## config.mk

```make
export PLATFORM = sky130hd
export DESIGN_NAME = vw_g2u_clk_en_sched
export DESIGN_NICKNAME = d
export VERILOG_FILES = /design/src/rtl/vw_g2u_clk_en_sched.sv
export SDC_FILE = /design/constraint.sdc
export NUM_CORES = 1
export LEC_CHECK = 0
export ABC_CLOCK_PERIOD_IN_PS = 3700
export CORE_MARGIN = 2
export CORE_UTILIZATION = 40
export CTS_CLUSTER_DIAMETER = 60
export CTS_CLUSTER_SIZE = 20
export DETAILED_ROUTE_END_ITERATION = 16
export HOLD_SLACK_MARGIN = 0.05
export PLACE_DENSITY = 0.63
export SLEW_MARGIN = 20
export SYNTH_ARGS = -nofsm -noshare
export SYNTH_HDL_FRONTEND = slang
export SYNTH_SLANG_ARGS = --single-unit
export TNS_END_PERCENT = 100
```

## constraint.sdc

```tcl
create_clock -name i_clk -period 3.7 [get_ports i_clk]
set_input_delay 0.925 -clock i_clk [delete_from_list [all_inputs] [get_ports i_clk]]
set_output_delay 0.925 -clock i_clk [all_outputs]
set_load 0.03 [all_outputs]
```

## src/rtl/vw_g2u_clk_en_sched.sv

```systemverilog
// Multi-channel clock-enable scheduler: per-channel divided enable pulses from
// one base clock, period-aligned start/stop and glitch-free divide updates.
// Ports: i_clk/i_rst (async, active-high), i_ch_run per-channel run level,
//   i_cfg_valid/o_cfg_ready/i_cfg_ch/i_cfg_div config handshake,
//   o_ch_en enable pulses, o_ch_active RUN|DRAIN, o_cfg_err reject pulse,
//   o_busy any channel active or config pending.
module vw_g2u_clk_en_sched #(
  parameter int NUM_CH  = 4,
  parameter int DIV_W   = 8,
  parameter int RST_DIV = 1,
  localparam int CH_W   = (NUM_CH > 1) ? $clog2(NUM_CH) : 1
) (
  input  logic              i_clk,
  input  logic              i_rst,
  input  logic [NUM_CH-1:0] i_ch_run,
  input  logic              i_cfg_valid,
  output logic              o_cfg_ready,
  input  logic [CH_W-1:0]   i_cfg_ch,
  input  logic [DIV_W-1:0]  i_cfg_div,
  output logic [NUM_CH-1:0] o_ch_en,
  output logic [NUM_CH-1:0] o_ch_active,
  output logic              o_cfg_err,
  output logic              o_busy
);

  typedef enum logic [1:0] {
    IDLE  = 2'd0,
    RUN   = 2'd1,
    DRAIN = 2'd2
  } state_t;

  logic              pend_vld;
  logic              pend_nxt;
  logic [CH_W-1:0]   pend_ch;
  logic [DIV_W-1:0]  pend_div;
  logic [NUM_CH-1:0] apply;
  logic              xfer;
  logic              bad;

  assign xfer = i_cfg_valid && o_cfg_ready;
  assign bad  = ({1'b0, i_cfg_ch} >= (CH_W+1)'(NUM_CH))
             || (i_cfg_div == '0);

  // The slot holds at most one request; while it is full o_cfg_ready is low,
  // so acceptance and apply can never fall on the same edge.
  always_comb begin
    pend_nxt = pend_vld;
    if (|apply)
      pend_nxt = 1'b0;
    if (xfer && !bad)
      pend_nxt = 1'b1;
  end

  always_ff @(posedge i_clk or posedge i_rst) begin
    if (i_rst) begin
      pend_vld    <= 1'b0;
      pend_ch     <= '0;
      pend_div    <= '0;
      o_cfg_ready <= 1'b0;
      o_cfg_err   <= 1'b0;
    end else begin
      pend_vld    <= pend_nxt;
      o_cfg_ready <= !pend_nxt;
      o_cfg_err   <= xfer && bad;
      if (xfer && !bad) begin
        pend_ch  <= i_cfg_ch;
        pend_div <= i_cfg_div;
      end
    end
  end

  assign o_busy = (|o_ch_active) || pend_vld;

  for (genvar c = 0; c < NUM_CH; c++) begin : g_ch
    state_t           st_q, st_d;
    logic [DIV_W-1:0] cnt_q, cnt_d;
    logic [DIV_W-1:0] div_q, div_d;
    logic [DIV_W-1:0] eff;
    logic             en_q, en_d;

    // Idle channels take the update at once; running ones only on a reload
    // edge, so the reload itself already uses the new ratio.
    assign apply[c] = pend_vld && (pend_ch == CH_W'(c))
                   && ((st_q == IDLE) || (cnt_q == '0));
    assign eff = apply[c] ? pend_div : div_q;

    always_comb begin
      st_d  = st_q;
      cnt_d = cnt_q;
      en_d  = 1'b0;
      div_d = eff;
      unique case (st_q)
        IDLE: begin
          if (i_ch_run[c]) begin
            st_d  = RUN;
            cnt_d = eff - DIV_W'(1);
          end
        end
        RUN, DRAIN: begin
          if (cnt_q == '0) begin
            en_d  = 1'b1;
            cnt_d = eff - DIV_W'(1);
          end else begin
            cnt_d = cnt_q - DIV_W'(1);
          end
          if (st_q == RUN) begin
            if (!i_ch_run[c])
              st_d = DRAIN;
          end else if (i_ch_run[c]) begin
            st_d = RUN;
          end else if (cnt_q == '0) begin
            st_d = IDLE;
          end
        end
        default: st_d = IDLE;
      endcase
    end

    always_ff @(posedge i_clk or posedge i_rst) begin
      if (i_rst) begin
        st_q  <= IDLE;
        cnt_q <= '0;
        div_q <= DIV_W'(RST_DIV);
        en_q  <= 1'b0;
      end else begin
        st_q  <= st_d;
        cnt_q <= cnt_d;
        div_q <= div_d;
        en_q  <= en_d;
      end
    end

    assign o_ch_en[c]     = en_q;
    assign o_ch_active[c] = (st_q != IDLE);
  end

endmodule

```

==> summary.txt <==
Syn Inst Count - 567
cts repair resizes - 0
Pint - 3.375 mW
initial antenna violation count - 0
CP endpoint kind - flop
critical path, cell by cell - inv_1 -> ha_1 -> or4b_4 -> or4_4 -> a211oi_4 -> mux2_4 -> inv_1 -> ha_2 -> nand2_1 -> nor3_1 -> xor2_1 -> o21ai_0 -> a211oi_1
Hold Slack - 511.2 ps
Std-Cell Core Area - 13090 um2
vias - 4219
WS Path Type - reg2reg
main flop type after synthesis - dfrtp_1
chip width - 119.0 um
sequential area share after synthesis - 42.20%
worst min-delay path category - reg2reg
Final #Nets - 634
CTS tree - yes
vias in the first global route - 4153
Worst Path Arrival - 3690 ps
Pleak - 2.579 nW
gpl congestion - 0.8349
Crit Path Max Fanout - 5
Most common cell on crit path - inv_1
post-CTS setup buffers - 0
DRC - 0
WP data required - 3950 ps
Final Skew - 7.494 ps
Clock Path Buffers - 2
Mapped Nets - 608
Peak VDD IR - 0.4260 mV
CP startpoint kind - flop
Switching Share - 43.55%
CTS Buf Count - 9
commonest non-fill, non-tap cell in the layout - dfrtp_1
sw power - 2.603 mW
vias per cell - 5.451
status - completed
Slew Viols, Final - 0
FILL cells - 1212
Critical Path Max Stage Delay - 500 ps
max_slew headroom - 22.10%
DR iter-0 viols - 267
clock sinks - 89
final core occ - 46.62%
final worst path period need - 3437 ps
leading cell types in the layout, fill and taps excluded - dfrtp_1, nand2_1, nor2_1
Final Hold Fails - 0
htree depth - 3
syn avg cell area - 9.328 um2
Area growth, synth to finish - 15.35%
Clk pwr share - 15.5%
Routed WL per cell - 15.59 um
Seq cells post-synth - 89
GR Overflow Total - 0
Routed WL - 12.06 mm
Tcrit/Tclk final - 92.89%
Die ar. - 14160 um2
Initial Util - 40.42%
async set or reset register ratio after synthesis - 100.0%
CP max stage cell - or4b_4
Post-Syn Area - 5289 um2
final setup fails - 0
Site Rows - 42
Logic pwr share - 49.9%
achievable frequency - 291.0 MHz
Worst-Margin Slew - 1158 ps
Cell variety after synth - 52
sequential share of power - 34.6%
Worst-path clk slew - 60 ps
synth warn - 0
Inserted Diodes - 0
first-pass GRT wire length - 20.16 mm
EDFF count, synth - 0
die height - 119.0 um
port bufs - 27
# IOs - 28
clock latency at the later pin of the worst-skew pair - 340 ps
max-cap viol count - 0
fraction of layout cells with a size suffix above 1 - 13.04%
P per Cell Area - 979.9 nW/um2
GRT Total Usage - 17.91%
setup TNS - 0 ps
drt pass-1 iters - 5
pin count of the biggest net entering global routing - 90
DRT antenna net count - 0
root buffer cell - clkbuf_16
hold buffers post-CTS - 0
DP HPWL - 8.535 mm
-- cell type report --
cell class | count | area [um2] | share of cell area [%]
Clock buffer | 13 | 260.3 | 4.266
Clock inverter | 3 | 40.04 | 0.6563
Sequential cell | 89 | 2232 | 36.59
Tap cell | 176 | 220.2 | 3.610
Inverter | 40 | 151.4 | 2.482
Multi-Input combinational cell | 418 | 2854 | 46.78
Timing Repair Buffer | 35 | 342.8 | 5.619
-- routing by layer --
layer	GRT usage, %	vias up	wire length, um
li1	-	2062	-
met1	23.32	2031	5481
met2	29.56	106	5867
met3	2.634	20	447
met4	8.036	0	267
met5	0	-	0
-- kinds of logic after synthesis --
| family | after synthesis | synth area share (%) |
|---|---|---|
| AOI/OAI and AO/OA | 124 | 14.76 |
| xor gates and xnor gates | 33 | 5.465 |
| adders and majority gates | 24 | 5.678 |
| buffers and inverters | 60 | 4.637 |
| DFF | 89 | 42.20 |
| muxes | 51 | 10.62 |
| and+or+nand+nor | 186 | 16.63 |
-- path summary, 6_finish.rpt --
kind | cells past startpoint | endpoint | start | slack, ps
max | 13 | g_ch[1].cnt_q[6] | g_ch[1].cnt_q[0] | 260
min in group asynchronous | 3 | g_ch[3].st_q[1] | i_rst | 1010
min reg2reg | 1 | g_ch[2].div_q[7] | g_ch[2].div_q[7] | 510
max in group asynchronous | 3 | g_ch[2].div_q[0] | i_rst | 2290
max reg2reg | 13 | g_ch[1].cnt_q[6] | g_ch[1].cnt_q[0] | 260
min | 1 | g_ch[2].div_q[7] | g_ch[2].div_q[7] | 510
-- flip-flops by register name, summed over array words and instances, names as in the netlist --
name         count
g_ch.cnt_q      32
g_ch.div_q      32
g_ch.st_q        8
pend_div         8
g_ch.en_q        4
pend_ch          2
o_cfg_err        1
o_cfg_ready      1
pend_vld         1
-- critical path: cells and delay by family (launching register included) --
family          cells  cell delay [ps]
mux                 1              340
flops               1              420
buf+inv             2              170
xor+xnor            1              160
fa+ha+maj           2              410
compound gates      3              610
simple gates        4             1240
-- metrics by stage --
stage	setup WS (ps)	instance area, um2	total power [mW]	std cells
floorplan	102.3	5289	4.174	567
global placement	242.9	5771	4.901	758
detailed placement	146.8	5771	5.014	758
CTS	135.1	6071	5.963	774
global route	-66.87	6101	6.483	774
finish	263.0	6101	5.978	774
-- Yosys cell counts (5+ instances only) --
cell type	number	share of area, %
clkbuf_1	12	0.85
a21oi_1	38	3.6
dfrtp_1	85	40
nor2_1	50	3.5
nor4_1	10	1.2
a21o_1	5	0.71
nor3_1	18	1.7
o22ai_1	9	1.1
or3_1	6	0.71
xor2_1	15	2.5
o21ai_0	37	3.5
ha_1	24	5.7
xnor2_1	18	3.0
nand3_1	22	2.1
nand2_1	57	4.0
inv_1	40	2.8
mux2i_1	13	2.5
mux2_2	37	7.9
buf_4	5	0.71
or4_1	5	0.71
-- power groups by stage --
stage               combinational (mW)  sequential, mW  clock, mW
floorplan                         2.34            1.84          0
CTS                               2.96            2.05      0.950
finish                            2.98            2.07      0.925
global placement                  2.86            2.04          0
global route                      3.34            2.15      0.990
detailed placement                2.96            2.06          0
Power figures use the tool's default switching activity.
